==> config.mk <==
export PLATFORM = sky130hd
export DESIGN_NAME = rgb2ycbcr_stream
export DESIGN_NICKNAME = d
export VERILOG_FILES = /design/src/rtl/rgb2ycbcr_pkg.sv /design/src/rtl/rgb2ycbcr_sat.sv /design/src/rtl/rgb2ycbcr_stream.sv
export SDC_FILE = /design/constraint.sdc
export NUM_CORES = 1
export LEC_CHECK = 0
export ABC_AREA = 1
export CAP_MARGIN = 20
export CORE_MARGIN = 5
export CORE_UTILIZATION = 45
export CTS_BUF_LIST = sky130_fd_sc_hd__clkbuf_4
export DETAILED_ROUTE_END_ITERATION = 12
export PLACE_DENSITY = 0.58
export SLEW_MARGIN = 20
export SYNTH_ARGS = -nofsm -noshare
export SYNTH_HDL_FRONTEND = slang
export SYNTH_SLANG_ARGS = --single-unit
==> constraint.sdc <==
create_clock -name clk -period 18.5 [get_ports clk]
set_clock_uncertainty 0.05 [all_clocks]
set_input_delay 5.55 -clock clk [delete_from_list [all_inputs] [get_ports clk]]
set_output_delay 5.55 -clock clk [all_outputs]
set_load 0.03 [all_outputs]
==> src/rtl/rgb2ycbcr_pkg.sv <==
// rtl/rgb2ycbcr_pkg.sv - mode encodings, BT.601/BT.709 coefficient tables and pipeline sideband type
package rgb2ycbcr_pkg;

  localparam logic MODE_BT601 = 1'b0;
  localparam logic MODE_BT709 = 1'b1;

  localparam int CW = 12;
  typedef logic signed [CW-1:0] coef_t;

  // Rows Y, Cb, Cr; each row ordered R, G, B; scale 2^10.
  localparam coef_t COEF_601 [9] = '{
    12'sd306,  12'sd601,  12'sd117,
    -12'sd173, -12'sd339, 12'sd512,
    12'sd512,  -12'sd429, -12'sd83
  };

  localparam coef_t COEF_709 [9] = '{
    12'sd218,  12'sd732,  12'sd74,
    -12'sd117, -12'sd395, 12'sd512,
    12'sd512,  -12'sd465, -12'sd47
  };

  typedef struct packed {
    logic valid;
    logic sof;
    logic eol;
    logic mode;
  } sb_t;

  function automatic coef_t coef(input logic m, input int idx);
    return (m == MODE_BT709) ? COEF_709[idx] : COEF_601[idx];
  endfunction

endpackage

==> src/rtl/rgb2ycbcr_sat.sv <==
// rtl/rgb2ycbcr_sat.sv - drop fractional bits and clamp one channel to [0, 2^DW-1]
// RGB2YCBCR_CLIP_STATS_EN adds the clip flag output.
module rgb2ycbcr_sat
  import rgb2ycbcr_pkg::*;
#(
  parameter int DW   = 10,
  parameter int FRAC = 10,
  parameter int SW   = DW + FRAC + 4
) (
  input  logic signed [SW-1:0] sum,
  output logic        [DW-1:0] val
`ifdef RGB2YCBCR_CLIP_STATS_EN
  ,
  output logic                 clip
`endif
);

  logic signed [SW-1:0] shifted;
  logic                 neg;
  logic                 over;

  always_comb begin
    shifted = sum >>> FRAC;
    neg     = sum[SW-1];
    // Any set bit above DW on a non-negative value means the result exceeds full scale.
    over    = !neg && (|shifted[SW-1:DW]);
    if (neg) begin
      val = '0;
    end else if (over) begin
      val = '1;
    end else begin
      val = shifted[DW-1:0];
    end
  end

`ifdef RGB2YCBCR_CLIP_STATS_EN
  assign clip = neg | over;
`endif

endmodule

==> src/rtl/rgb2ycbcr_stream.sv <==
// rtl/rgb2ycbcr_stream.sv - 3-stage streaming RGB to YCbCr converter with backpressure
// RGB2YCBCR_CLIP_STATS_EN adds the clip_cnt saturation statistics output.
module rgb2ycbcr_stream
  import rgb2ycbcr_pkg::*;
#(
  parameter int DW   = 10,
  parameter int FRAC = 10
) (
  input  logic          clk,
  input  logic          rst,
  input  logic          in_valid,
  output logic          in_ready,
  input  logic [DW-1:0] in_r,
  input  logic [DW-1:0] in_g,
  input  logic [DW-1:0] in_b,
  input  logic          in_sof,
  input  logic          in_eol,
  input  logic          mode,
  output logic          out_valid,
  input  logic          out_ready,
  output logic [DW-1:0] out_y,
  output logic [DW-1:0] out_cb,
  output logic [DW-1:0] out_cr,
  output logic          out_sof,
  output logic          out_eol
`ifdef RGB2YCBCR_CLIP_STATS_EN
  ,
  output logic [15:0]   clip_cnt
`endif
);

  localparam int PW = DW + FRAC + 2;
  localparam int SW = DW + FRAC + 4;
  localparam logic signed [SW-1:0] RND = SW'(1) << (FRAC - 1);
  localparam logic signed [SW-1:0] OFF = SW'(1) << (DW + FRAC - 1);

  logic                 en;
  logic                 mode_reg;
  logic                 mode_eff;
  sb_t                  in_sb;
  sb_t                  s1;
  sb_t                  s2;
  logic        [DW-1:0] pix     [3];
  logic signed [PW-1:0] prod    [9];
  logic signed [SW-1:0] sum     [3];
  logic        [DW-1:0] sat_val [3];
`ifdef RGB2YCBCR_CLIP_STATS_EN
  logic        [2:0]    sat_clip;
  logic        [2:0]    out_clip;
  logic        [15:0]   inc;
`endif

  function automatic logic signed [PW-1:0] mul(input logic [DW-1:0] p, input coef_t c);
    logic signed [PW-1:0] pe;
    logic signed [PW-1:0] ce;
    pe = $signed({{(PW-DW){1'b0}}, p});
    ce = $signed({{(PW-CW){c[CW-1]}}, c});
    return pe * ce;
  endfunction

  function automatic logic signed [SW-1:0] ext(input logic signed [PW-1:0] p);
    return $signed({{(SW-PW){p[PW-1]}}, p});
  endfunction

  assign en       = !out_valid || out_ready;
  assign in_ready = en;
  assign pix[0]   = in_r;
  assign pix[1]   = in_g;
  assign pix[2]   = in_b;

  // mode_reg only commits once an SOF leaves S2, so younger in-flight SOFs are forwarded.
  always_comb begin
    mode_eff = mode_reg;
    if (s2.valid && s2.sof) mode_eff = s2.mode;
    if (s1.valid && s1.sof) mode_eff = s1.mode;
    if (in_sof) mode_eff = mode;
    in_sb = '{valid: in_valid, sof: in_sof, eol: in_eol, mode: mode_eff};
  end

  always_ff @(posedge clk) begin
    if (en) begin
      for (int i = 0; i < 9; i++) begin
        prod[i] <= mul(pix[i % 3], coef(mode_eff, i));
      end
      for (int c = 0; c < 3; c++) begin
        sum[c] <= ext(prod[3*c]) + ext(prod[3*c+1]) + ext(prod[3*c+2])
                  + ((c == 0) ? RND : RND + OFF);
      end
    end
  end

  for (genvar c = 0; c < 3; c++) begin : g_sat
    rgb2ycbcr_sat #(.DW(DW), .FRAC(FRAC), .SW(SW)) u_sat (
      .sum (sum[c]),
      .val (sat_val[c])
`ifdef RGB2YCBCR_CLIP_STATS_EN
      ,
      .clip(sat_clip[c])
`endif
    );
  end

  always_ff @(posedge clk) begin
    if (rst) begin
      s1        <= '0;
      s2        <= '0;
      mode_reg  <= MODE_BT601;
      out_valid <= 1'b0;
      out_sof   <= 1'b0;
      out_eol   <= 1'b0;
      out_y     <= '0;
      out_cb    <= '0;
      out_cr    <= '0;
    end else if (en) begin
      s1        <= in_sb;
      s2        <= s1;
      out_valid <= s2.valid;
      out_sof   <= s2.sof;
      out_eol   <= s2.eol;
      out_y     <= sat_val[0];
      out_cb    <= sat_val[1];
      out_cr    <= sat_val[2];
      if (s2.valid && s2.sof) mode_reg <= s2.mode;
    end
  end

`ifdef RGB2YCBCR_CLIP_STATS_EN
  assign inc = 16'(out_clip[0]) + 16'(out_clip[1]) + 16'(out_clip[2]);

  always_ff @(posedge clk) begin
    if (rst) begin
      out_clip <= '0;
      clip_cnt <= '0;
    end else begin
      if (en) out_clip <= sat_clip;
      if (out_valid && out_ready) begin
        if (out_sof) begin
          clip_cnt <= inc;
        end else if (clip_cnt > 16'hFFFF - inc) begin
          clip_cnt <= 16'hFFFF;
        end else begin
          clip_cnt <= clip_cnt + inc;
        end
      end
    end
  end
`endif

endmodule

==> After elaboration in Yosys (flattened, before gate mapping) <==
Memory sizes are Yosys's and may differ from the RTL's.
Index checks and enable logic that the tools add are counted.
{ "op_classes": {"n_mux": 18, "addsub": 9, "n_reduce_logical": 13, "multipliers": 7} }
{ "ops": {"columns": ["operator", "count"], "rows": [
  ["adder 23 x 22 -> 24 bit", 3],
  ["adder 22 x 22 -> 23 bit", 3],
  ["2-to-1 mux 10 bit", 6],
  ["adder 24 x 21 -> 24 bit, second input constant", 2],
  ["multiplier 11 x 10 -> 21 bit", 2],
  ["adder 24 x 11 -> 24 bit, second input constant", 1],
  ["2-to-1 mux 8 bit", 3],
  ["multiplier 10 x 10 -> 20 bit", 1],
  ["multiplier 11 x 9 -> 20 bit", 1],
  ["multiplier 10 x 9 -> 19 bit", 1],
  ["multiplier 11 x 8 -> 19 bit", 1],
  ["multiplier 10 x 7 -> 17 bit", 1],
  ["2-to-1 mux 7 bit", 2],
  ["OR reduction 4 bit", 3],
  ["2-to-1 mux 9 bit", 1],
  ["2-to-1 mux 6 bit", 1],
  ["logical AND 1 bit", 5],
  ["2-to-1 mux 1 bit", 5],
  ["logical NOT 1 bit", 4],
  ["logical OR 1 bit", 1]
]} }
{ "totals": {"input_bits": 37, "mem_count": 2, "output_inout_bits": 34, "wordCells": 64, "ramBits": 270, "ff_bits": 42} }
{ "mem_list": {"columns": ["memory", "depth", "word_bits", "rd", "rd_clocked_by_memory_dff", "wr", "line", "text"], "rows": [
  ["prod", 9, 22, 9, 0, 9, "rgb2ycbcr_stream.sv:44", "logic signed [PW-1:0] prod [9];"],
  ["sum", 3, 24, 3, 0, 3, "rgb2ycbcr_stream.sv:45", "logic signed [SW-1:0] sum [3];"]
]} }

==> Longest topological paths before layout <==
Gate-level depths: netlist of the first run.
{ "depth": {"depth_word": 6, "depth_mapped": 30, "ltp_nobuf": 30} }

==> Hierarchy <==
A second synthesis of the first run with hierarchy kept.
{ "hier_totals": {"cells_unflattened": 3604, "area_unflattened_um2": 30888.4} }
{ "by_module_without_submodules": {"columns": ["mod", "seq_area_each_um2", "area_per_inst_um2", "n_inst", "cells_per_inst"], "rows": [
  ["rgb2ycbcr_stream", 7447.1, 30239.0, 1, 3475],
  ["rgb2ycbcr_sat", 0.0, 216.5, 3, 43]
]} }

==> Worst setup path before layout of the first run <==
OpenSTA, ideal clock, no wires.
{ "synth_path": {"path_type": "input to output", "from": "input out_ready", "to": "output in_ready", "required_ps": 12900, "slack_ps": 1586, "cell_stages": 3, "n_path_buf": 1, "arrival_ps": 11314, "path_cell_list": "nor2_1 > inv_1 > clkbuf_1"} }
{ "synth_between": {"elab_chain_cells": 1} }
{ "synth_rtl": {"columns": ["item", "line", "text"], "rows": [
  ["start, declared", "rgb2ycbcr_stream.sv:20", "input logic out_ready,"],
  ["logical OR 1 bit", "rgb2ycbcr_stream.sv:65", "assign en = !out_valid || out_ready;"],
  ["end, declared", "rgb2ycbcr_stream.sv:12", "output logic in_ready,"]
]} }
No other way between the ends.

==> Worst setup path in the final report of the first run <==
Ends and elaborated chain as after synthesis.

==> results of run 1 <==
cells by family (layout without fill, tap and decap cells):
logic type | count (synthesis) | after routing
and+or+nand+nor | 967 | 967
adders and majority gates | 823 | 823
buffers and inverters | 693 | 846
AOI/OAI and AO/OA | 350 | 350
DFF | 232 | 232
xor gates and xnor gates | 100 | 100
other | 2 | 21
cell usage after synthesis (3+ instances only):
cell type  count  share of area (%)
inv_1        643                8.5
ha_1         547                 24
nand2_1      535                7.1
fa_1         276                 20
nor2_1       224                3.0
edfxtp_1     190                 20
a21oi_1      179                3.2
nand3_1      134                2.4
o21ai_0      102                1.8
xor2_1        71                2.2
dfxtp_1       42                3.0
clkbuf_1      38               0.50
xnor2_1       29               0.90
o21bai_1      27               0.72
nand4_1       19               0.42
a21o_1        18               0.48
nor3_1        18               0.32
a31oi_1       11               0.24
nand3b_1       7               0.19
nor2_2         6               0.13
a21boi_0       5               0.13
inv_2          5              0.066
nand2_2        5               0.11
or2_2          5               0.11
and2_1         3              0.066
buf_2          3              0.053
buf_6          3               0.12
nor2_4         3               0.12
nor4_1         3              0.066
o21ai_1        3              0.053
layout make-up:
class,count,area share (%)
multi-input combinational,2258,62.2
sequential,232,21.2
clock inverter,33,0.697
timing repair buffer,77,2.44
inverter,648,7.90
clock buffer,88,2.14
antenna,3,0.0243
tap,846,3.43
per-stage QoR:
| step | instances | hold WS (ns) | worst slack [ns] | cell area [um2] | utilization, % |
|---|---|---|---|---|---|
| after CTS | 4182 | 0.408 | 4.93 | 30900 | 49.2 |
| after global placement | 4061 | 0.395 | 4.94 | 30000 | 47.8 |
| final | 4185 | 0.404 | 5.06 | 30900 | 49.2 |
| after detailed placement | 4061 | 0.398 | 4.92 | 30000 | 47.8 |
| after global routing | 4184 | 0.433 | 4.84 | 30900 | 49.2 |
| after floorplan | 3183 | 0.380 | 1.59 | 28400 | - |
critical path: stages:
cell and delay [ns]:
clkdlybuf4s50_1 0.50, nor2_4 0.04, buf_4 0.29, inv_8 0.55
clkdlybuf4s50_1 0.82
final timing paths:
kind / to / cells past startpoint / slack, ns / start
worst min register to register: s2[0] / 2 / 0.40 / s2[0]
worst min-delay path: s2[0] / 2 / 0.40 / s2[0]
worst max register to register: prod[0][169] / 23 / 11.98 / s2[3]
worst max-delay path: in_ready / 5 / 5.06 / out_ready
per-layer routing:
| metal | up-vias | global-route usage (%) |
|---|---|---|
| met5 | - | 0 |
| met4 | 0 | 4.51 |
| met3 | 64 | 3.89 |
| met2 | 461 | 35.1 |
| met1 | 10300 | 32.2 |
| li1 | 10500 | - |
==> run summary, run 1 <==
Run status: completed
Clock-pin slew on the worst setup and hold paths: 0.07 ns
Data arrival time of the critical path: 7.84 ns
Largest registers: prod: 150 flops, sum: 40 flops
Achievable clock frequency: 74.4 MHz
Core region area: 62700 um2
Worst setup EP type: output port
Maximum clock insertion buffer count: 3
Router iterations before antenna repair: 5
Multi-input gate area in the final layout: 19200 um2
Complex-gate fraction of the synthesized area: 6.72%
Width of the chip: 261 um
Worst skew pair latency: 0.77 ns
Synth-to-layout area growth: 9.08%
Final total negative setup slack: 0 ns
First-pass GRT wire length: 117000 um
Largest Register: prod
Row count: 92
Area taken by flip-flops and latches: 6550 um2
Cell area after technology mapping: 28300 um2
Highest routing layer actually used: met4
Number of hold violations in the final report: 0
Cell variety after synth: 40
Most used cells in the layout excluding fill and tap cells: inv_1 (642), ha_1 (547), nand2_1 (535), fa_1 (276), nor2_1 (223)
Hold Path Class: flip-flop to flip-flop
Warnings from Yosys: 0
Slew at the pin closest to its max-slew limit: 1.05 ns
Post-synthesis mux area share: 0%
Leading register cell type out of synthesis: edfxtp_1
DRC violations left: 0
All-layer global routing usage: 22.2%
WL met3: 4290 um
Root buf cell: clkbuf_4
Nature of the critical path startpoint: primary input
DR WL met2: 33000 um
Type of the worst setup path: primary input to output port
Grt ovf: 0
Antenna violations before repair: 5
PortBufs: 70
Pins Over Slew Limit: 0
Post-synthesis share of cell area spent on full adders, half adders and majority gates: 43.7%
Clock tree sinks: 232
Normalized max-slew margin: 30.3%
Placed wire-length estimate: 62600 um
Unrepaired setup endpoints after global routing: false
Post-CTS setup buffers: 0
M1 wire length: 35700 um
Dominant combinational cell family by area after synthesis: adder cells
Post-CTS Resized: 0
Wire length after detailed routing: 74200 um
Number of flops mapped to enable cells by yosys: 190
Critical path required time: 12.90 ns
Area share of xor/xnor cells in the synthesized design: 3.09%
Avg Synthesized Cell Area: 8.94 um2
Via/cell ratio: 5.08
Filler instances: 6016
Post-synthesis simple-gate area fraction: 14.1%
Most frequent standard cell in the layout excluding fill and tap cells: inv_1
Antenna viol nets, final: 0
I/O pin total: 71
Setup violations, final: 0
Detailed router's first-iteration violation count: 1267
Total number of vias: 21.3k
Flops & latches, synth: 232
Fin nets: 4145
Max-Cap Viols: 0
Final clock period utilization by the worst path: 72.7%
Post-layout minimum cycle time: 13.44 ns
CTS tree: done
Initial Util: 45.1%
Sequential-to-total area share from yosys stat: 23.1%
Vias in the first global route: 21.6k
Die height: 261 um
Number of buffers inserted for hold repair after clock tree synthesis: 0
RD Place Congestion: 0.908
Number of standard cells after synthesis: 3167
Die area: 68000 um2
Proportion of layout cells with a drive suffix above 1: 4.05%
CP max FO: 134
Proportion of synthesized flip-flops having asynchronous set or reset: 0%
Level count of the clock H-tree: 3
Average wire per standard cell: 17.7 um
Pin count of the biggest net entering global routing: 135
Max FFs per register: 150
TritonCTS Buffers: 68
Power of run 1 is not shown: default switching activity piles up to over one toggle a cycle in this logic, so the estimate is an artifact.
==> run 2: changes to the inputs <==
Clock period 18.5 ns to 13.08 ns, I/O delays scaled along.
==> run summary, run 2 (synthesized netlist as in run 1, its figures left out) <==
Run status: completed
PortBufs: 70 (unchanged)
Antenna violations before repair: 6 (+1)
Average wire per standard cell: 17.4 um (-2.0%)
Worst setup EP type: output port
Number of hold violations in the final report: 0 (unchanged)
Detailed router's first-iteration violation count: 1409 (+11%)
Wire length after detailed routing: 72600 um (-2.2%)
Most used cells in the layout excluding fill and tap cells: inv_1 (642), ha_1 (547), nand2_1 (535), fa_1 (276), nor2_1 (223)
Worst skew pair latency: 0.83 ns (+0.06 ns)
Proportion of layout cells with a drive suffix above 1: 4.26% (+0.22 points)
Most frequent standard cell in the layout excluding fill and tap cells: inv_1
Width of the chip: 261 um (unchanged)
Fin nets: 4139 (-0.14%)
Register-to-register path setup slack: 6.72 ns (-5.26 ns)
Data arrival time of the critical path: 6.30 ns (-1.54 ns)
CP max FO: 134 (unchanged)
DRC violations left: 0 (unchanged)
Total number of vias: 21.3k (+0.033%)
Final clock period utilization by the worst path: 78.5%
Hold path startpoint: s2[0]
Nature of the critical path startpoint: primary input
Critical path required time: 9.11 ns (-3.79 ns)
Unrepaired setup endpoints after global routing: false
Post-CTS setup buffers: 0 (unchanged)
Final Hold Slack: 0.413 ns (+0.00918 ns)
Number of buffers inserted for hold repair after clock tree synthesis: 0 (unchanged)
Maximum clock insertion buffer count: 3 (unchanged)
Pin count of the biggest net entering global routing: 135 (unchanged)
Root buf cell: clkbuf_4
Minimum setup slack after placement: 2.74 ns (-2.18 ns)
Clock tree sinks: 232 (unchanged)
Type of the worst setup path: primary input to output port
Grt ovf: 0 (unchanged)
Synth-to-layout area growth: 9.09% (about the same)
Largest registers: prod: 150 flops, sum: 40 flops
Startpoint of the worst register-to-register path: s2[3]
Max-Cap Viols: 0 (unchanged)
Achievable clock frequency: 97.3 MHz
Level count of the clock H-tree: 2 (-1)
Placed wire-length estimate: 61300 um (-2.1%)
Via/cell ratio: 5.09 (+0.20%)
All-layer global routing usage: 21.5% (-0.70 points)
Hold Path Class: flip-flop to flip-flop
Clock-pin slew on the worst setup and hold paths: 0.06 ns (about the same)
Normalized max-slew margin: 33.5% (+3.3 points)
Logic depth of the worst register-to-register path: 23 (unchanged)
First-pass GRT wire length: 115000 um (-1.9%)
Antenna viol nets, final: 0 (unchanged)
Worst Hold Path Cells: 2 (unchanged)
Reg-to-Reg End: prod[0][173]
Worst setup margin: 2.81 ns (-2.25 ns)
Row count: 92 (unchanged)
Router iterations before antenna repair: 6 (+1)
Die height: 261 um (unchanged)
Vias in the first global route: 21.6k (+0.34%)
Setup violations, final: 0 (unchanged)
Pins Over Slew Limit: 0 (unchanged)
Core region area: 62700 um2 (unchanged)
Hold Path Sink: s2[0]
Initial Util: 45.1% (unchanged)
CTS tree: done
Post-layout minimum cycle time: 10.27 ns
I/O pin total: 71 (unchanged)
Slew at the pin closest to its max-slew limit: 0.997 ns (-0.0489 ns)
Die area: 68000 um2 (unchanged)
Largest Register: prod
Max FFs per register: 150 (unchanged)
Final total negative setup slack: 0 ns (unchanged)
Post-CTS Resized: 0 (unchanged)
RD Place Congestion: 0.928 (+2.2%)
TritonCTS Buffers: 61 (-10%)
[run 2: how the worst max path moves through the flow]
stage          startpoint        to  slack (ns)  cells past startpoint
2_1_floorplan   out_ready  in_ready        2.38                      3
5_1_grt         out_ready  in_ready        2.68                      5
3_5_place_dp    out_ready  in_ready        2.74                      5
3_3_place_gp    out_ready  in_ready        2.76                      5
4_1_cts         out_ready  in_ready        2.73                      5
6_report        out_ready  in_ready        2.81                      5
[run 2: stage by stage]
step                utilization, %  std cells  instance area [um2]
global route                  49.2       4178                30900
CTS                           49.2       4176                30900
floorplan                        -       3183                28400
finish                        49.2       4178                30900
detailed placement            47.8       4062                30000
global placement              47.8       4062                30000
[run 2: critical path, stage by stage]
cell and delay, ns:
clkdlybuf4s50_1 0.50, nor2_4 0.04, buf_4 0.29, inv_8 0.65, clkdlybuf4s50_1 0.82
[run 2: area by class of cell]
type / count / area [um2]
Tap cell: 846 / 1060
Fill cell: 6035 / 31800
Clock inverter: 15 / 131
Multi-Input combinational cell: 2258 / 19200
Inverter: 648 / 2440
Timing Repair Buffer: 78 / 761
Sequential cell: 232 / 6550
Clock buffer: 99 / 743
Antenna cell: 2 / 5.00
[run 2: per-layer routing]
| layer | routed length [um] | global-route usage, % |
|---|---|---|
| met1 | 33600 | 30.7 |
| met2 | 33000 | 34.7 |
| met3 | 4180 | 2.89 |
| met4 | 1770 | 5.47 |
| met5 | 0 | 0 |
Power of run 2 is left out for the same reason.
==> run 3: changes to the inputs <==
Settings changed: PLACE_DENSITY 0.58 to 0.6.
Clock period 13.08 ns to 8.5 ns, I/O delays scaled along.
==> run summary, run 3 (synthesized netlist as in run 1, its figures left out) <==
Run status: completed
Normalized max-slew margin: 33.9% (+0.38 points)
Most frequent standard cell in the layout excluding fill and tap cells: inv_1
Slew at the pin closest to its max-slew limit: 0.992 ns (-0.00569 ns)
Critical path required time: 8.92 ns (-0.19 ns)
Width of the chip: 261 um (unchanged)
Number of cells in the finished layout apart from fillers: 4206 (+0.67%)
Nature of the critical path startpoint: primary input
Most used cells in the layout excluding fill and tap cells: inv_1 (642), ha_1 (547), nand2_1 (535), fa_1 (276), nor2_1 (223)
Final total negative setup slack: 0 ns (unchanged)
Clock tree sinks: 232 (unchanged)
All-layer global routing usage: 21.6% (+0.14 points)
Level count of the clock H-tree: 3 (+1)
Vias in the first global route: 21.8k (+0.73%)
Largest registers: prod: 150 flops, sum: 40 flops
Post-CTS setup buffers: 0 (unchanged)
Post-layout minimum cycle time: 7.45 ns
I/O pin total: 71 (unchanged)
Router iterations before antenna repair: 6 (unchanged)
Total number of vias: 21.4k (+0.58%)
Hold Path Class: flip-flop to flip-flop
Placed wire-length estimate: 62000 um (+1.3%)
CP max FO: 23 (-83%)
Type of the worst setup path: primary input to flip-flop
Grt ovf: 0 (unchanged)
Data arrival time of the critical path: 7.87 ns (+1.57 ns)
Die area: 68000 um2 (unchanged)
Max FFs per register: 150 (unchanged)
Number of hold violations in the final report: 0 (unchanged)
DRC violations left: 0 (unchanged)
Number of buffers inserted for hold repair after clock tree synthesis: 0 (unchanged)
Detailed router's first-iteration violation count: 1252 (-11%)
Row count: 92 (unchanged)
Final Cell Area: 31100 um2 (+0.70%)
Worst setup EP type: flip-flop
Cell count after placement: 4084 (+0.54%)
Clock-pin slew on the worst setup and hold paths: 0.06 ns (about the same)
RD Place Congestion: 0.931 (+0.32%)
CTS tree: done
Wire length after detailed routing: 72900 um (+0.43%)
Setup violations, final: 0 (unchanged)
Cell area reported after detailed placement: 30200 um2 (+0.59%)
First-pass GRT wire length: 116000 um (+0.61%)
Final core occ: 49.6% (+0.34 points)
Largest Register: prod
Final clock period utilization by the worst path: 87.6%
Proportion of layout cells with a drive suffix above 1: 4.89% (+0.62 points)
Maximum clock insertion buffer count: 3 (unchanged)
Pins Over Slew Limit: 0 (unchanged)
PortBufs: 70 (unchanged)
Unrepaired setup endpoints after global routing: false
Fin nets: 4170 (+0.75%)
Worst skew pair latency: 0.79 ns (-0.04 ns)
TritonCTS Buffers: 70 (+15%)
Synth-to-layout area growth: 9.85%
Filler instances: 6015 (-0.33%)
Root buf cell: clkbuf_4
Max-Cap Viols: 0 (unchanged)
Antenna violations before repair: 5 (-1)
Via/cell ratio: 5.09 (about the same)
Initial Util: 45.1% (unchanged)
Die height: 261 um (unchanged)
Post-CTS Resized: 0 (unchanged)
Average wire per standard cell: 17.3 um (-0.24%)
Core region area: 62700 um2 (unchanged)
Pin count of the biggest net entering global routing: 89 (-34%)
Achievable clock frequency: 134 MHz
Antenna viol nets, final: 0 (unchanged)
-- run 3: area by class of cell --
class | count | area [um2] | share of cell area, %
multi-input combinational | 2258 | 19200 | 61.7
sequential | 232 | 6550 | 21.0
inverter | 648 | 2440 | 7.84
tap | 846 | 1060 | 3.40
timing repair buffer | 100 | 933 | 3.00
clock buffer | 97 | 728 | 2.34
clock inverter | 22 | 186 | 0.599
antenna | 3 | 7.51 | 0.0241
-- run 3: path summary, 6_finish.rpt --
path | startpoint | to | slack [ns] | cells past startpoint
max | in_sof | prod[0][173] | 1.05 | 26
max reg2reg | s2[3] | prod[0][173] | 2.77 | 27
min | s2[0] | s2[0] | 0.41 | 2
min reg2reg | s2[0] | s2[0] | 0.41 | 2
-- run 3: critical path: stages --
cell,delay (ns)
clkdlybuf4s50_1,0.49
nor2_1,0.05
o21ai_1,0.09
nand2_2,0.29
buf_12,0.28
inv_2,0.06
buf_4,0.27
nand2_1,0.16
inv_1,0.17
ha_1,0.27
fa_1,0.48
inv_1,0.05
fa_1,0.47
inv_1,0.05
fa_1,0.47
inv_1,0.05
fa_1,0.47
inv_1,0.04
ha_1,0.35
a21o_1,0.20
a21oi_1,0.13
nand2_1,0.14
nand3_1,0.12
nand2_1,0.06
nand2_1,0.06
nand2_1,0.05
-- run 3: routing by layer --
metal  share of wire [%]  up-vias  global-route usage [%]
li1                    -    10500                       -
met1                  47    10300                    30.2
met2                  46      450                    35.5
met3                 4.6      110                    3.08
met4                 2.2        2                    5.77
met5               0.018        -                       0
-- run 3: through the flow --
| step | setup WS, ns | hold WS, ns |
|---|---|---|
| 5_1_grt | 0.798 | 0.420 |
| 3_5_place_dp | 0.311 | 0.403 |
| 6_report | 1.05 | 0.409 |
| 4_1_cts | 1.18 | 0.410 |
| 3_3_place_gp | 0.398 | 0.394 |
| 2_1_floorplan | 0.553 | 0.380 |
Power of run 3 is left out for the same reason.
